[src/rtl/miriscv_lsu_pkg.sv]
// Shared types and constants for the load/store unit: access size codes,
// FSM state encoding and the byte-enable helper.
package miriscv_lsu_pkg;

    localparam int MEM_ACCESS_W = 3;

    localparam logic [MEM_ACCESS_W-1:0] MEM_ACCESS_WORD  = 3'd0;
    localparam logic [MEM_ACCESS_W-1:0] MEM_ACCESS_HALF  = 3'd1;
    localparam logic [MEM_ACCESS_W-1:0] MEM_ACCESS_BYTE  = 3'd2;
    localparam logic [MEM_ACCESS_W-1:0] MEM_ACCESS_UHALF = 3'd3;
    localparam logic [MEM_ACCESS_W-1:0] MEM_ACCESS_UBYTE = 3'd4;

    localparam int MEM_BE_W = 4;

    typedef enum logic [1:0] {
        IDLE,
        REQ,
        RESP
    } lsu_state_t;

    // Offset must already be aligned for the access size.
    function automatic logic [MEM_BE_W-1:0] lsu_byte_en(
        input logic [MEM_ACCESS_W-1:0] size,
        input logic [1:0]              offset
    );
        case (size)
            MEM_ACCESS_BYTE, MEM_ACCESS_UBYTE: lsu_byte_en = 4'b0001 << offset;
            MEM_ACCESS_HALF, MEM_ACCESS_UHALF: lsu_byte_en = 4'b0011 << offset;
            default:                           lsu_byte_en = 4'b1111;
        endcase
    endfunction

endpackage

[src/rtl/miriscv_lsu_load_ext.sv]
// Load data aligner: picks the byte/half at the access offset and extends it.
// Latency: combinational. Backpressure: none.
// Flow: pure function of (size, offset, rdata).
module miriscv_lsu_load_ext
    import miriscv_lsu_pkg::*;
#(
    parameter int XLEN = 32
) (
    input  logic [MEM_ACCESS_W-1:0] size_i,
    input  logic [1:0]              offset_i,
    input  logic [XLEN-1:0]         rdata_i,
    output logic [XLEN-1:0]         data_o
);

    logic [XLEN-1:0] shifted;

    assign shifted = rdata_i >> {offset_i, 3'b000};

    always_comb begin
        case (size_i)
            MEM_ACCESS_BYTE:  data_o = {{(XLEN-8){shifted[7]}}, shifted[7:0]};
            MEM_ACCESS_UBYTE: data_o = {{(XLEN-8){1'b0}}, shifted[7:0]};
            MEM_ACCESS_HALF:  data_o = {{(XLEN-16){shifted[15]}}, shifted[15:0]};
            MEM_ACCESS_UHALF: data_o = {{(XLEN-16){1'b0}}, shifted[15:0]};
            default:          data_o = rdata_i;
        endcase
    end

endmodule

[src/rtl/miriscv_lsu.sv]
// Load/store unit: one execute-stage access -> req/gnt/rvalid data port, extended load data back.
// Latency: 3 cycles minimum (capture, request with same-cycle grant, response).
// Backpressure: stalls the pipeline until rvalid; request held stable until gnt. MIRISCV_LSU_MISALIGN_TRAP_EN traps illegal accesses.
module miriscv_lsu
    import miriscv_lsu_pkg::*;
#(
    parameter int XLEN = 32,
    parameter int BE_W = XLEN / 8
) (
    input  logic                    clk_i,
    input  logic                    arstn_i,
    input  logic                    lsu_req_i,
    input  logic                    lsu_we_i,
    input  logic [MEM_ACCESS_W-1:0] lsu_size_i,
    input  logic [XLEN-1:0]         lsu_addr_i,
    input  logic [XLEN-1:0]         lsu_wdata_i,
    output logic                    lsu_stall_req_o,
    output logic                    lsu_done_o,
    output logic [XLEN-1:0]         lsu_rdata_o,
    output logic                    lsu_misalign_o,
    output logic                    data_req_o,
    output logic                    data_we_o,
    output logic [BE_W-1:0]         data_be_o,
    output logic [XLEN-1:0]         data_addr_o,
    output logic [XLEN-1:0]         data_wdata_o,
    input  logic                    data_gnt_i,
    input  logic                    data_rvalid_i,
    input  logic [XLEN-1:0]         data_rdata_i
);

    lsu_state_t              state;
    logic                    we_q;
    logic [MEM_ACCESS_W-1:0] size_q;
    logic [1:0]              off_q;
    logic [XLEN-1:0]         addr_q;
    logic [BE_W-1:0]         be_q;
    logic [XLEN-1:0]         wdata_q;

    logic                    idle_req;
    logic                    trap;
    logic                    accept;
    logic [MEM_ACCESS_W-1:0] eff_size;
    logic [1:0]              eff_off;
    logic [XLEN-1:0]         eff_wdata;
    logic [XLEN-1:0]         ext_rdata;

    assign idle_req = (state == IDLE) & lsu_req_i;

`ifdef MIRISCV_LSU_MISALIGN_TRAP_EN
    logic illegal;

    always_comb begin
        case (lsu_size_i)
            MEM_ACCESS_WORD:  illegal = (lsu_addr_i[1:0] != 2'b00);
            MEM_ACCESS_HALF:  illegal = lsu_addr_i[0];
            MEM_ACCESS_UHALF: illegal = lsu_addr_i[0] | lsu_we_i;
            MEM_ACCESS_BYTE:  illegal = 1'b0;
            MEM_ACCESS_UBYTE: illegal = lsu_we_i;
            default:          illegal = 1'b1;
        endcase
    end

    assign trap = idle_req & illegal;
`else
    assign trap = 1'b0;
`endif

    assign accept         = idle_req & ~trap;
    assign lsu_misalign_o = trap;

    // Without the trap, illegal requests are coerced into a legal shape here.
    always_comb begin
        eff_size = lsu_size_i;
        eff_off  = lsu_addr_i[1:0];
        case (lsu_size_i)
            MEM_ACCESS_HALF:  eff_off = {lsu_addr_i[1], 1'b0};
            MEM_ACCESS_UHALF: begin
                eff_off = {lsu_addr_i[1], 1'b0};
                if (lsu_we_i) eff_size = MEM_ACCESS_HALF;
            end
            MEM_ACCESS_BYTE:  eff_off = lsu_addr_i[1:0];
            MEM_ACCESS_UBYTE: if (lsu_we_i) eff_size = MEM_ACCESS_BYTE;
            default: begin
                eff_size = MEM_ACCESS_WORD;
                eff_off  = 2'b00;
            end
        endcase
    end

    always_comb begin
        case (eff_size)
            MEM_ACCESS_BYTE, MEM_ACCESS_UBYTE: eff_wdata = {4{lsu_wdata_i[7:0]}};
            MEM_ACCESS_HALF, MEM_ACCESS_UHALF: eff_wdata = {2{lsu_wdata_i[15:0]}};
            default:                           eff_wdata = lsu_wdata_i;
        endcase
    end

    always_ff @(posedge clk_i or negedge arstn_i) begin
        if (!arstn_i) begin
            state   <= IDLE;
            we_q    <= 1'b0;
            size_q  <= MEM_ACCESS_WORD;
            off_q   <= 2'b00;
            addr_q  <= '0;
            be_q    <= '0;
            wdata_q <= '0;
        end else begin
            case (state)
                IDLE: if (accept) begin
                    state   <= REQ;
                    we_q    <= lsu_we_i;
                    size_q  <= eff_size;
                    off_q   <= eff_off;
                    addr_q  <= {lsu_addr_i[XLEN-1:2], 2'b00};
                    be_q    <= lsu_byte_en(eff_size, eff_off);
                    wdata_q <= eff_wdata;
                end
                REQ:     if (data_gnt_i) state <= RESP;
                RESP:    if (data_rvalid_i) state <= IDLE;
                default: state <= IDLE;
            endcase
        end
    end

    miriscv_lsu_load_ext #(
        .XLEN (XLEN)
    ) u_load_ext (
        .size_i   (size_q),
        .offset_i (off_q),
        .rdata_i  (data_rdata_i),
        .data_o   (ext_rdata)
    );

    assign data_req_o   = (state == REQ);
    assign data_we_o    = data_req_o & we_q;
    assign data_be_o    = data_req_o ? be_q : '0;
    assign data_addr_o  = data_req_o ? addr_q : '0;
    assign data_wdata_o = data_req_o ? wdata_q : '0;

    assign lsu_done_o      = (state == RESP) & data_rvalid_i;
    assign lsu_rdata_o     = (lsu_done_o & ~we_q) ? ext_rdata : '0;
    assign lsu_stall_req_o = accept | data_req_o | ((state == RESP) & ~data_rvalid_i);

endmodule

[config.mk]
export PLATFORM = sky130hd
export DESIGN_NAME = miriscv_lsu
export DESIGN_NICKNAME = d
export VERILOG_FILES = /design/src/rtl/miriscv_lsu_pkg.sv /design/src/rtl/miriscv_lsu_load_ext.sv /design/src/rtl/miriscv_lsu.sv
export SDC_FILE = /design/constraint.sdc
export NUM_CORES = 1
export LEC_CHECK = 0
export CORE_AREA = 2 2 143 75
export CTS_CLUSTER_SIZE = 16
export DETAILED_ROUTE_END_ITERATION = 8
export DIE_AREA = 0 0 145 77
export HOLD_SLACK_MARGIN = 0.15
export MAX_ROUTING_LAYER = met4
export PLACE_DENSITY = 0.93
export SYNTH_ARGS = -nofsm -noshare
export SYNTH_HDL_FRONTEND = slang
export SYNTH_SLANG_ARGS = --single-unit
[constraint.sdc]
create_clock -name clk_i -period 3.4 [get_ports clk_i]
set_input_delay 0.51 -clock clk_i [delete_from_list [all_inputs] [get_ports clk_i]]
set_output_delay 0.51 -clock clk_i [all_outputs]
set_load 0.005 [all_outputs]
Word-level counts from Yosys, hierarchy flattened
Cells that the tools add are included.
{"block": "word_totals", "ff_bits": 74, "in_bits": 105, "output_inout_bits": 105, "wordCells": 59}
{"block": "classes", "n_eq_ne": 17, "shifts": 3, "n_mux": 15, "bitwise_logic": 9, "reduce_logical": 8}
{"cell": "case mux 32 bit (4 select lines)", "count": 1}
{"cell": "2-to-1 mux 32 bit", "count": 3}
{"cell": "case mux 32 bit (2 select lines)", "count": 1}
{"cell": ">> shifter 32 x 5 -> 16 bit", "count": 1}
{"cell": "== test 3 x 2 -> 1 bit, second input constant", "count": 6}
{"cell": "OR reduction 2 bit", "count": 5}
{"cell": "== test 3 x 1 -> 1 bit, second input constant", "count": 3}
{"cell": "== test 3 bit, second input constant", "count": 3}
{"cell": "case mux 3 bit (3 select lines)", "count": 1}
{"cell": "case mux 4 bit (2 select lines)", "count": 1}
{"cell": "2-to-1 mux 2 bit", "count": 3}
{"cell": "2-to-1 mux 3 bit", "count": 2}
{"cell": "case mux 2 bit (3 select lines)", "count": 1}
{"cell": "bitwise AND 1 bit", "count": 5}
{"cell": "2-to-1 mux 4 bit", "count": 1}
{"cell": "!= test 2 bit, second input constant", "count": 2}
{"cell": "case mux 2 bit (2 select lines)", "count": 1}
{"cell": "<< shifter 1 x 2 -> 4 bit, first input constant", "count": 1}
{"cell": "<< shifter 2 x 2 -> 4 bit, first input constant", "count": 1}
{"cell": "AND reduction 3 bit", "count": 1}
{"cell": "== test 2 x 1 -> 1 bit, second input constant", "count": 1}
{"cell": "== test 2 bit, second input constant", "count": 1}
{"cell": "zero test 2 bit", "count": 1}
{"cell": "!= test 2 x 1 -> 1 bit, second input constant", "count": 1}
{"cell": "3 further kinds", "count": 5}

Longest topological paths before layout
{"block": "depth", "ltp_word": 6, "depth_mapped": 7, "ltp_nobuf": 4}

By module
Synthesis repeated with hierarchy kept, for this count alone.
{"block": "hier_totals", "hier_cells": 628, "area_unflattened_um2": 5053.6}
{"mod": "miriscv_lsu", "instances": 1, "cells_each": 495, "area_per_inst_um2": 4136.5, "seq_area_each_um2": 1851.8}
{"mod": "miriscv_lsu_load_ext", "instances": 1, "cells_each": 133, "area_per_inst_um2": 917.1, "seq_area_each_um2": 0.0}

Worst setup path before layout
No wires, ideal clock.
{"block": "synth_path", "path_type": "input -> output", "start": "input data_rdata_i[31]", "end": "output lsu_rdata_o[21]", "arrival_ns": 1.741, "required_time_ns": 2.890, "path_slack_ns": 1.149, "cell_stages": 5, "n_path_buf": 1, "cell_sequence": "mux4_2 > a221oi_2 > a31oi_2 > buf_6 > o21a_1"}
{"block": "synth_between", "elab_chain_len": 3}
{"item": "start: declaration", "line": "miriscv_lsu.sv:28", "rtl": "input logic [XLEN-1:0] data_rdata_i"}
{"item": ">> shifter 32 x 5 -> 16 bit", "line": "miriscv_lsu_load_ext.sv:17", "rtl": "assign shifted = rdata_i >> {offset_i, 3'b000};"}
{"item": "case mux 32 bit (4 select lines)", "line": "miriscv_lsu_load_ext.sv:20", "rtl": "case (size_i)"}
{"item": "2-to-1 mux 32 bit", "line": "miriscv_lsu.sv:141", "rtl": "assign lsu_rdata_o = (lsu_done_o & ~we_q) ? ext_rdata : '0;"}
{"item": "end: declaration", "line": "miriscv_lsu.sv:19", "rtl": "output logic [XLEN-1:0] lsu_rdata_o,"}
No other way between the ends.

Worst setup path in the final report
{"block": "layout_path", "start": "input data_rdata_i[23]", "end": "output lsu_rdata_o[20]"}
The elaborated chain is that of the path after synthesis.

==> reports/qor.yml <==
antenna_found_initial: 0
leakage_nw: 2.907
ios: 210
worstPathCellList: "clkdlybuf4s50_1, mux4_2, a221oi_2, a31oi_4, o21a_1, clkdlybuf4s50_1"
rr_worst_depth: 5
fin_skew_ps: 8.788
gr-usage-all-layers_pct: 27.60
die_area_um2: 11170
routed_wl_um: 14890
rrSetupSlack_ps: 1550
vdd_drop_max_uv: 348.8
post-route-min-period_ps: 3243
worstSkewPairLatency_ps: 330
synth-edff-count: 0
wl_per_cell_um: 17.17
reg2reg_to: "wdata_q[24]"
diodes: 0
slew_viol_final: 0
ys_types: 41
cp.depth: 6
die-height_um: 77
grt_util_met3_pct: 8.036
gp_congestion: 0.9616
hpwlAfterDp_um: 11380
rsz0062_at_grt: "no"
path_delay_family: "buffers and inverters"
clk_pin_slew_ps: 50
post-route-cell-area_um2: 6818
use_met2_pct: 41.86
grt_use_met1_pct: 36.59
powerDensity_nw_per_um2: 765.1
cp-end-kind: "output port"
critPathRequiredTime_ps: 2890
tightest_slew_ps: 928.5
core_um2: 9922
max_cap_violations: 0
cp_slowest_cell: "mux4_2"
drc: 0
status: "finished, final reports clean"
clock.fmax_mhz: 308.4
cts_tree: "built"
worst-setup-path-type: "primary input to output port"
period_share_pct: 95.37
critPathMaxFanout: 16
grt_max_degree: 75
crit_path_frequent_cell: "clkdlybuf4s50_1"
port_buffers: 206
num_rows: 26
final_common_cell: "clkdlybuf4s50_1"
finalSetupTns_ps: 0
slowest_delay_ps: 520
instances_no_fill: 867
chipWidth_um: 145
netlist_area_um2: 4303
grt_pass1_wl_um: 23730
cts.hold.buffers_added: 0
area_growth_pct: 58.45
ant_nets: 0
yosysSeqAreaShare_pct: 43.04
final_net_count: 827
synth_warnings: 0
async_flop_share_pct: 100.0
final_util_pct: 68.71
first_global_vias: 4506
fillCellCount: 764
slew_headroom_pct: 38.10
most-common-layout-cells: "clkdlybuf4s50_1 (205), nand2_1 (156), dfrtp_1 (74), and2_1 (67), nand3_1 (26)"
initial_core_util_pct: 43.37
dp_cells: 851
via_per_inst: 5.324
first_pass_iters: 5
final_hold_viol_count: 0
cts_htree_levels: 3
crit_buf_inv: 2
drive_gt1_share_pct: 5.777
gr-total-overflow: 0
setup_viol: 0
num_vias: 4616
synth_area_per_cell_um2: 8.088
drtIter0Drc: 430
cp-start-kind: "primary input"
synth-main-ff-cell: "dfrtp_1"
hold_path_class: "primary input to asynchronous set/reset pin"
cts_sinks: 74
placed_area_um2: 6487
postCtsSetupBuffers: 0
crit_arrival_ps: 2730
setup_slack_ps: 157.5
cts_buffer_depth: 2
cts_root_buf: "clkbuf_16"
pre_cts_slack_ps: 58.29
reg2reg_from: "state[1]"
busiest_layer: "met2"
cts_made_buffers: 9
syn_inst: 532
synth-seq-cells: 74
cell families after synthesis:
logic type | count (synthesis) | synth area share [%]
flops | 74 | 43.04
xor+xnor | 1 | 0.2036
simple gates | 292 | 31.52
other cells | 1 | 0.08715
mux | 18 | 4.507
compound gates | 101 | 16.23
buf+inv | 45 | 4.420
routing by layer:
metal | vias to the layer above | share of wire [%] | wire, µm
li1 | 2163 | - | -
met4 | 0 | 1.2 | 184
met2 | 263 | 44 | 6477
met3 | 23 | 9.9 | 1467
met1 | 2167 | 45 | 6759
met5 | - | 0 | 0
registers in the layout, indices dropped and copies added, names as in the netlist:
signal / flops
wdata_q: 32
addr_q: 30
be_q: 4
size_q: 3
off_q: 2
state: 2
we_q: 1
synthesized netlist by cell type (all sizes together), types with 3 or more instances:
cell type | count | share of area, %
nor2 | 25 | 2.2
mux2i | 16 | 3.7
a21oi | 18 | 2.1
o21ai | 23 | 2.7
buf | 9 | 1.3
o21a | 16 | 2.8
a22oi | 8 | 1.4
dfrtp | 74 | 43
nand3 | 26 | 3.0
and2 | 69 | 10
a31oi | 4 | 0.73
nor2b | 4 | 0.58
clkbuf | 33 | 2.9
a221oi | 9 | 2.0
nand2 | 157 | 14
o2bb2ai | 14 | 2.8
nand2b | 5 | 0.73
a22o | 3 | 0.61
worst reg2reg max path, cell delays in order, from the launching register on:
cell	delay, ps
dfrtp_1	460
nor2_1	190
nand2_2	290
buf_4	320
a221oi_1	340
a21oi_1	130
power breakdown:
group          switching (mW)  internal [mW]  total (mW)
Clock                   0.345          0.660        1.00
Sequential              0.259           1.30        1.56
Combinational            1.32           1.33        2.65
worst max-delay path by stage:
stage / slack (ps) / end / start
final: 160 / lsu_rdata_o[20] / data_rdata_i[23]
after global routing: 70 / lsu_rdata_o[8] / off_q[0]
after CTS: 4 / lsu_rdata_o[9] / size_q[1]
after detailed placement: 60 / lsu_rdata_o[20] / data_rdata_i[23]
after global placement: 170 / lsu_rdata_o[31] / data_rdata_i[23]
after floorplan: 1150 / lsu_rdata_o[21] / data_rdata_i[31]
through the flow:
stage | power (mW) | hold WS (ps)
after global placement | 4.061 | 448.6
after global routing | 5.584 | 393.9
after CTS | 5.230 | 362.9
after detailed placement | 4.192 | 456.7
after floorplan | 2.870 | 214.4
final | 5.217 | 314.5
final cells by class:
cell class	count	area [µm²]	share of cell area [%]
Multi-Input combinational cell	415	2290	33.58
Timing Repair Buffer	219	2170	31.82
Sequential cell	74	1852	27.16
Clock buffer	11	242.7	3.560
Tap cell	140	175.2	2.569
Clock inverter	5	77.57	1.138
Inverter	3	11.26	0.1652
what timing repair did:
action	in CTS	in global routing
resized for setup	1	1
endpoints found under the setup margin	3	16
endpoints found under the hold margin	0	0
No activity file was read; power rests on OpenSTA's default activity.
